==> config.mk <==
export PLATFORM = sky130hd
export DESIGN_NAME = alsu_gen
export DESIGN_NICKNAME = d
export VERILOG_FILES = /design/src/rtl/alsu_gen_pkg.sv /design/src/rtl/alsu_gen_dp.sv /design/src/rtl/alsu_gen.sv
export SDC_FILE = /design/constraint.sdc
export NUM_CORES = 1
export LEC_CHECK = 0
export BUFFER_PORTS_ARGS = -buffer_cell sky130_fd_sc_hd__buf_2
export CORE_ASPECT_RATIO = 0.75
export CORE_UTILIZATION = 55
export DETAILED_ROUTE_END_ITERATION = 12
export PLACE_DENSITY = 0.82
export SLEW_MARGIN = 20
export SYNTH_ARGS = -nofsm -noshare
export SYNTH_HDL_FRONTEND = slang
export SYNTH_SLANG_ARGS = --single-unit
==> constraint.sdc <==
create_clock -name clk -period 5.33 [get_ports clk]
set_clock_uncertainty 0.1 [all_clocks]
set_input_delay 0.533 -clock clk [delete_from_list [all_inputs] [get_ports clk]]
set_output_delay 0.533 -clock clk [all_outputs]
set_load 0.02 [all_outputs]
==> src/rtl/alsu_gen_pkg.sv <==
// Shared opcode encoding, error-counter width and the invalid-transaction rule.
// Build option ALSU_SUB_EN: when defined, opcode 6 is SUB instead of invalid.
package alsu_gen_pkg;

  typedef enum logic [2:0] {
    OR        = 3'd0,
    XOR       = 3'd1,
    ADD       = 3'd2,
    MULT      = 3'd3,
    SHIFT     = 3'd4,
    ROTATE    = 3'd5,
    SUB       = 3'd6,
    INVALID_7 = 3'd7
  } opcode_e;

  localparam int ERR_CNT_W = 8;

  // Reduction flags are only meaningful for OR/XOR; any other use is an error.
  function automatic logic alsu_is_invalid(input logic [2:0] op,
                                           input logic       red_a,
                                           input logic       red_b);
    logic inv;
    case (opcode_e'(op))
      OR, XOR:                  inv = 1'b0;
      ADD, MULT, SHIFT, ROTATE: inv = red_a | red_b;
`ifdef ALSU_SUB_EN
      SUB:                      inv = red_a | red_b;
`endif
      default:                  inv = 1'b1;
    endcase
    return inv;
  endfunction

endpackage

==> src/rtl/alsu_gen_dp.sv <==
// Combinational ALSU datapath: stage-1 operands plus the held result give the next result.
// Build option ALSU_SUB_EN enables the SUB path for opcode 6.
module alsu_gen_dp
  import alsu_gen_pkg::*;
#(
  parameter int    WIDTH          = 3,
  parameter string INPUT_PRIORITY = "A",
  parameter string FULL_ADDER     = "ON"
) (
  input  logic [2:0]         i_opcode,
  input  logic [WIDTH-1:0]   i_a,
  input  logic [WIDTH-1:0]   i_b,
  input  logic               i_cin,
  input  logic               i_sin,
  input  logic               i_dir,
  input  logic               i_red_a,
  input  logic               i_red_b,
  input  logic               i_byp_a,
  input  logic               i_byp_b,
  input  logic [2*WIDTH-1:0] i_out,
  output logic [2*WIDTH-1:0] o_next_out,
  output logic               o_invalid
);

  localparam int OUT_W   = 2 * WIDTH;
  localparam bit PRI_B   = (INPUT_PRIORITY == "B");
  localparam bit USE_CIN = (FULL_ADDER == "ON");

  logic signed [OUT_W-1:0] w_a_ext;
  logic signed [OUT_W-1:0] w_b_ext;
  logic signed [OUT_W-1:0] w_cin_ext;
  logic signed [OUT_W-1:0] w_byp;
  logic        [WIDTH-1:0] w_red_src;
  logic                    w_red_any;
  logic signed [OUT_W-1:0] w_result;

  assign w_a_ext   = {{(OUT_W-WIDTH){i_a[WIDTH-1]}}, i_a};
  assign w_b_ext   = {{(OUT_W-WIDTH){i_b[WIDTH-1]}}, i_b};
  assign w_cin_ext = {{(OUT_W-1){1'b0}}, i_cin & USE_CIN};

  // A wins unless both flags are set and B has priority.
  assign w_red_src = (i_red_a && !(i_red_b && PRI_B)) ? i_a : i_b;
  assign w_byp     = (i_byp_a && !(i_byp_b && PRI_B)) ? w_a_ext : w_b_ext;
  assign w_red_any = i_red_a | i_red_b;

  assign o_invalid = alsu_is_invalid(i_opcode, i_red_a, i_red_b);

  always_comb begin
    w_result = '0;
    if (o_invalid) begin
      w_result = '0;
    end else if (i_byp_a || i_byp_b) begin
      w_result = w_byp;
    end else begin
      case (opcode_e'(i_opcode))
        OR:      w_result = w_red_any ? {{(OUT_W-1){1'b0}}, |w_red_src} : (w_a_ext | w_b_ext);
        XOR:     w_result = w_red_any ? {{(OUT_W-1){1'b0}}, ^w_red_src} : (w_a_ext ^ w_b_ext);
        ADD:     w_result = w_a_ext + w_b_ext + w_cin_ext;
        MULT:    w_result = w_a_ext * w_b_ext;
        SHIFT:   w_result = i_dir ? {i_out[OUT_W-2:0], i_sin} : {i_sin, i_out[OUT_W-1:1]};
        ROTATE:  w_result = i_dir ? {i_out[OUT_W-2:0], i_out[OUT_W-1]} : {i_out[0], i_out[OUT_W-1:1]};
`ifdef ALSU_SUB_EN
        SUB:     w_result = w_a_ext - w_b_ext - w_cin_ext;
`endif
        default: w_result = '0;
      endcase
    end
  end

  assign o_next_out = w_result;

endmodule

==> src/rtl/alsu_gen.sv <==
// Two-stage pipelined ALSU top: input capture, result/LED/error-counter registers.
// Build option ALSU_SUB_EN (see alsu_gen_pkg) makes opcode 6 a subtract.
module alsu_gen
  import alsu_gen_pkg::*;
#(
  parameter int    WIDTH          = 3,
  parameter string INPUT_PRIORITY = "A",
  parameter string FULL_ADDER     = "ON",
  parameter int    LED_W          = 16
) (
  input  logic                 clk,
  input  logic                 rst_n,
  input  logic                 in_valid,
  input  logic [2:0]           opcode,
  input  logic [WIDTH-1:0]     A,
  input  logic [WIDTH-1:0]     B,
  input  logic                 cin_in,
  input  logic                 serial_in,
  input  logic                 direction,
  input  logic                 red_op_A,
  input  logic                 red_op_B,
  input  logic                 bypass_A,
  input  logic                 bypass_B,
  output logic [2*WIDTH-1:0]   out,
  output logic                 out_valid,
  output logic [LED_W-1:0]     leds,
  output logic [ERR_CNT_W-1:0] err_cnt
);

  localparam int OUT_W = 2 * WIDTH;

  logic                    r_vld_p1;
  logic [2:0]              r_opcode_p1;
  logic signed [WIDTH-1:0] r_a_p1;
  logic signed [WIDTH-1:0] r_b_p1;
  logic                    r_cin_p1;
  logic                    r_sin_p1;
  logic                    r_dir_p1;
  logic                    r_red_a_p1;
  logic                    r_red_b_p1;
  logic                    r_byp_a_p1;
  logic                    r_byp_b_p1;

  logic signed [OUT_W-1:0] r_out_p2;
  logic                    r_vld_p2;
  logic [LED_W-1:0]        r_leds;
  logic [ERR_CNT_W-1:0]    r_err_cnt;

  logic [OUT_W-1:0]        w_next_out;
  logic                    w_invalid;

  // Stage 1: capture operands only on valid cycles; a bubble just drops the valid bit.
  always_ff @(posedge clk or negedge rst_n) begin
    if (!rst_n) begin
      r_vld_p1    <= 1'b0;
      r_opcode_p1 <= '0;
      r_a_p1      <= '0;
      r_b_p1      <= '0;
      r_cin_p1    <= 1'b0;
      r_sin_p1    <= 1'b0;
      r_dir_p1    <= 1'b0;
      r_red_a_p1  <= 1'b0;
      r_red_b_p1  <= 1'b0;
      r_byp_a_p1  <= 1'b0;
      r_byp_b_p1  <= 1'b0;
    end else begin
      r_vld_p1 <= in_valid;
      if (in_valid) begin
        r_opcode_p1 <= opcode;
        r_a_p1      <= A;
        r_b_p1      <= B;
        r_cin_p1    <= cin_in;
        r_sin_p1    <= serial_in;
        r_dir_p1    <= direction;
        r_red_a_p1  <= red_op_A;
        r_red_b_p1  <= red_op_B;
        r_byp_a_p1  <= bypass_A;
        r_byp_b_p1  <= bypass_B;
      end
    end
  end

  alsu_gen_dp #(
    .WIDTH          (WIDTH),
    .INPUT_PRIORITY (INPUT_PRIORITY),
    .FULL_ADDER     (FULL_ADDER)
  ) u_dp (
    .i_opcode   (r_opcode_p1),
    .i_a        (r_a_p1),
    .i_b        (r_b_p1),
    .i_cin      (r_cin_p1),
    .i_sin      (r_sin_p1),
    .i_dir      (r_dir_p1),
    .i_red_a    (r_red_a_p1),
    .i_red_b    (r_red_b_p1),
    .i_byp_a    (r_byp_a_p1),
    .i_byp_b    (r_byp_b_p1),
    .i_out      (r_out_p2),
    .o_next_out (w_next_out),
    .o_invalid  (w_invalid)
  );

  // Stage 2: result, status LEDs and error counter move only for a captured transaction.
  always_ff @(posedge clk or negedge rst_n) begin
    if (!rst_n) begin
      r_out_p2  <= '0;
      r_vld_p2  <= 1'b0;
      r_leds    <= '0;
      r_err_cnt <= '0;
    end else begin
      r_vld_p2 <= r_vld_p1;
      if (r_vld_p1) begin
        r_out_p2 <= w_next_out;
        if (w_invalid) begin
          r_leds <= ~r_leds;
          if (r_err_cnt != '1) r_err_cnt <= r_err_cnt + 1'b1;
        end else begin
          r_leds <= '0;
        end
      end
    end
  end

  assign out       = r_out_p2;
  assign out_valid = r_vld_p2;
  assign leds      = r_leds;
  assign err_cnt   = r_err_cnt;

endmodule

; ---- Word level (Yosys, flattened, before mapping)
; Index checks and enable logic that the tools add are counted.
; W data, S select, Z words.
[op_classes]
add_sub_neg = 3
mul = 1
div_mod_pow = 0
order_cmp = 0
n_eq_ne = 6
shift = 0
mux = 11
bitwise_logic = 4
n_reduce_logical = 7
[ops]
columns = op, count
row1 = $mux W6, 7
row2 = $pmux W6 S6, 1
row3 = $mux W16, 1
row4 = $not A16 Y16, 1
row5 = $add A8 B1 Y8 const B, 1
row6 = $ne A8 B8 Y1 const B, 1
row7 = $add A6 B2 Y6, 1
row8 = $eq A3 B2 Y1 const B, 2
row9 = $eq A3 B3 Y1 const B, 2
row10 = $mul A3 B3 Y6, 1
row11 = $or A6 B6 Y6, 1
row12 = $xor A6 B6 Y6, 1
row13 = $add A3 B3 Y4, 1
row14 = $reduce_or A4 Y1, 1
row15 = $eq A3 B1 Y1 const B, 1
row16 = $logic_not A3 Y1, 1
row17 = $mux W3, 1
row18 = $reduce_and A3 Y1, 1
row19 = $reduce_or A3 Y1, 1
row20 = $reduce_xor A3 Y1, 1
row21 = $pmux W1 S2, 1
row22 = $reduce_or A2 Y1, 1
row23 = $logic_or A1 B1 Y1, 1
row24 = $or A1 B1 Y1, 1
[word_totals]
ff_bits = 48
latch_bits = 0
ramBits = 0
rom_bits = 0
inputBits = 19
mem_count = 0

; ---- Longest topological paths before layout
[depth]
word_depth = 6
depth_mapped = 13
ltp_nobuf = 13

; ---- Hierarchy
; A second synthesis with hierarchy kept.
[hier_totals]
hier_cells = 244
area_unflattened_um2 = 2801.4
[modules_own_cells]
columns = module, instances, cells_each, area_each_um2, seq_area_each_um2
row1 = alsu_gen, 1, 120, 1860.5, 1201.2
row2 = alsu_gen_dp, 1, 124, 940.9, 0.0

; ---- Worst setup path before layout
; Ideal clock, no wire load.
[synth_timing]
path_kind = reg-to-reg
startpoint = register r_a_p1[2]
endpoint = register r_out_p2[5] (netlist: out[5])
setup_time_ps = 86
t_arrival_ps = 2838
required_ps = 5144
slack_ps = 2306
stages_incl_launch_ff = 13
path_buffers = 1
path_cell_list = dfrtp_1 clkbuf_1 nand2_1 fa_1 inv_1 ha_1 ha_1 fa_1 xnor2_1 xnor2_1 xnor2_1 nand3_1 a32oi_1
[synth_between]
elab_chain_cells = 5
[synth_lines]
columns = item, line
row1 = from (decl), alsu_gen.sv:34  ; logic signed [WIDTH-1:0] r_a_p1;
row2 = from (signal assigned), alsu_gen.sv:57  ; r_a_p1 <= '0;
row3 = from (signal assigned), alsu_gen.sv:70  ; r_a_p1 <= A;
row4 = "$add A3 B3 Y4, or another cell as far along", alsu_gen_dp.sv:58  ; ADD: w_result = w_a_ext + w_b_ext + w_cin_ext;
row5 = "$add A6 B2 Y6, or another cell as far along", alsu_gen_dp.sv:58
row6 = $pmux W6 S6, alsu_gen_dp.sv:55  ; case (opcode_e'(i_opcode))
row7 = $mux W6 *, alsu_gen_dp.sv:52  ; end else if (i_byp_a || i_byp_b) begin
row8 = $mux W6 *, alsu_gen_dp.sv:50  ; if (o_invalid) begin
row9 = to (signal assigned), alsu_gen.sv:113  ; r_out_p2 <= w_next_out;
row10 = to (decl), alsu_gen.sv:44  ; logic signed [OUT_W-1:0] r_out_p2;
; Every way passes the cells marked *; elsewhere a longest branch is shown, timed or not.
; A chain may end at the register's enable or synchronous reset.

; ---- Worst setup path after layout
; Same ends and word-level chain as after synthesis.

==> reports/metrics.cfg <==
[timing]
maxSlewHeadroom_pct = 55.67
final_hold_viol_count = 0
setup-tns-final_ps = 0
grt_setup_unrepaired = false
worst_pin_slew_ps = 665.0
min_period_ps = 3125
setup_viol = 0
min_period_over_period_pct = 58.63
maxSlewViolCount = 0
fmax_ghz = 0.3200

[drt]
drtPass1Iterations = 8
wl_met1_mm = 2.819
vias = 2146
drt_wl_total_mm = 5.992
drc = 11
wl_met2_mm = 2.665
routed.top_layer = met4
ant_nets = 0
drt_iter0_markers = 143
viasPerCell = 5.753
route.met3.wl_um = 431
wl_per_cell_um = 16.06

[setup_path]
crit_fanout = 9
path_buf_inv = 1
reg2reg_to = out[5]
r2r_setup_slack_ps = 2200
crit_chain = nand2_1 > fa_1 > inv_1 > ha_1 > ha_1 > fa_1 > xnor2_1 > xnor2_1 > xnor2_1 > nand3_1 > a32oi_1
rr_worst_depth = 11
crit_type = flip-flop to flip-flop
crit_end = out[5]
path_depth = 11
path_delay_family = adder cells
crit_arrival_ps = 3250
cp_slowest_cell = fa_1
start_kind = flip-flop
cp-startpoint = r_a_p1[2]
worstPathRequired_ps = 5450
crit_path_frequent_cell = xnor2_1
slowest_delay_ps = 570
r2r_start = r_a_p1[2]
cp-end-kind = flip-flop

[cells_and_area]
antenna_cells = 0
nets = 354
n_fill_cell = 415
syn2layout_area_growth_pct = 13.18
drive_above_1_share_pct = 23.00

[clocking]
cts_resized = 0
htree_levels = 2
clock_sinks = 48
cts_setup_buffers = 0
numCtsBuffers = 5
hold_buffers = 0
clk_latency_ps = 300
clock_path_buffers = 2
clk_pin_slew_worst_paths_ps = 90
cts_tree = done
clockRootBuffer = clkbuf_8

[die]
core_um2 = 4900
fp.dieArea_um2 = 5400
die_h_um = 63.89
start_util_pct = 57.33
die_w_um = 84.52
std_cell_rows = 22
pin_count = 50

[synthesis]
synth_ff_type = dfrtp_1
syn_area_um2 = 2809
synth_fp_nets = 312
syn_avg_cell_area_um2 = 10.40
ys_ff_latch = 48
synthArstFlopShare_pct = 100.0
yosysTopAreaCellShare_pct = 42.76
synth_cell_type_count = 47
synth_cells = 270
synthTopCellsByArea = dfrtp_1, mux2i_1, ha_1, mux2_2, fa_1
seq_area_frac_synth_pct = 42.76
yosysWarnings = 0
synth_area_leader_cell = dfrtp_1
synth_edf_count = 0

[run]
drv_cap = 0

[placed_design]
numPortBuffers = 49
gp_congestion = 0.9415
place_hpwl_mm = 4.328

[status]
status = complete, but fails checks
violations = DRC

[global_routing]
track_usage_pct = 23.79
grt_pass1_wl_mm = 9.887
overflow = 0
grt_pass1_vias = 1990
grt_max_degree = 49
antenna_found_initial = 0

[power_and_ir_drop]
power_w = 0.001139
leakage_nw = 1.536
power_density_nw_per_um2 = 358.2
ir_drop_mv = 0.2693

[worst_hold_path]
min_path_type = input port to asynchronous set/reset pin

## how the worst min path moves through the flow
stage | from | end | slack [ps] | cells past startpoint
3_5_place_dp | leds[6] | leds[6] | 360 | 1
4_1_cts | B[0] | r_b_p1[0] | 330 | 3
5_1_grt | rst_n | leds[6] | 170 | 1
6_report | rst_n | leds[6] | 120 | 1
3_3_place_gp | leds[3] | leds[3] | 350 | 1
2_1_floorplan | rst_n | err_cnt[0] | 140 | 0
## cell usage after synthesis (2+ instances only)
cell and count:
clkbuf_1 9, nand2b_1 2, nor3_1 6, o21ai_0 14, dfrtp_1 48, xor2_1 5
mux2i_1 24, a31oi_1 3, nand4_1 3, o31ai_1 2, nor2b_1 5, o211ai_1 4
fa_1 5, ha_1 18, a21oi_1 10, nor3b_1 2, nor2_1 14, a211oi_1 2
xnor2_1 8, nand3_1 7, inv_1 18, buf_2 3, nand2_1 23, and2_1 3
mux2_2 10
## registers in the layout, summed over array words and instances (netlist names)
name	count
r_dir_p1	1
r_a_p1	3
r_sin_p1	1
r_byp_a_p1	1
r_opcode_p1	3
r_red_a_p1	1
out_valid	1
r_byp_b_p1	1
out	6
r_b_p1	3
r_red_b_p1	1
r_cin_p1	1
err_cnt	8
r_vld_p1	1
leds	16
## power by group
| group | internal [W] | total (W) | switching (W) | leakage [nW] |
|---|---|---|---|---|
| Sequential | 0.000428 | 0.000509 | 0.0000813 | 0.590 |
| Clock | 0.000141 | 0.000269 | 0.000127 | 0.0548 |
| Combinational | 0.000152 | 0.000361 | 0.000209 | 0.891 |
| Total | 0.000721 | 0.00114 | 0.000417 | 1.54 |
## worst reg2reg max path, delay by kind of cell (launching register included)
family | cells | cell delay (ps)
XOR/XNOR | 3 | 460
AND/OR/NAND/NOR | 2 | 290
buffers and inverters | 1 | 40
AO/OA/AOI/OAI | 1 | 200
adder cells (fa/ha/maj) | 4 | 1440
flip-flops | 1 | 510
## per-layer routing
| layer | track usage, % | vias up |
|---|---|---|
| met5 | 0 | - |
| met4 | 6.780 | 0 |
| met3 | 5.168 | 8 |
| met2 | 36.48 | 75 |
| met1 | 34.30 | 1041 |
| li1 | - | 1022 |
## cells by family after synthesis
family | after synthesis | share of synthesized area [%]
compound gates | 46 | 10.96
xor+xnor | 13 | 4.053
fa+ha+maj | 23 | 11.58
buf+inv | 33 | 5.033
flops | 48 | 42.76
mux | 35 | 12.96
simple gates | 72 | 12.65
## through the flow
step,setup slack (ps),hold WS (ps),util (%),area (um2),std cells
after global routing,2020,171.5,64.89,3179,373
after global placement,2338,352.7,62.49,3062,365
after detailed placement,2222,360.9,62.49,3062,365
after CTS,2194,332.5,64.84,3177,373
final,2205,115.5,64.89,3179,373
after floorplan,2306,137.4,-,2809,270
## layout by cell type (no fill, tap or decap), types with 2 or more instances in the layout
master,count
ha_1,18
fa_1,5
nand4_1,3
nand2b_1,2
o31ai_1,2
xnor2_1,8
buf_2,48
clkbuf_8,5
and2_1,3
xor2_1,5
a21oi_1,10
a31oi_1,3
nor2b_1,5
dfrtp_1,48
nor3_1,6
inv_1,18
mux2i_1,24
nand3_1,7
o21ai_0,14
nand2_1,23
a211oi_1,2
nor2_1,14
mux2_2,10
nor3b_1,2
o211ai_1,4
## area by class of cell
cell class / count / area (um2) / share of cell area (%)
multi-input cells: 189 / 1466 / 46.12
repair buffers: 49 / 247.7 / 7.792
clock inverters: 3 / 46.29 / 1.456
inverters: 19 / 73.82 / 2.322
flip-flops and latches: 48 / 1201 / 37.78
clock buffers: 5 / 68.82 / 2.165
well taps: 60 / 75.07 / 2.361
Note: power is estimated with default switching activity, not from simulation.
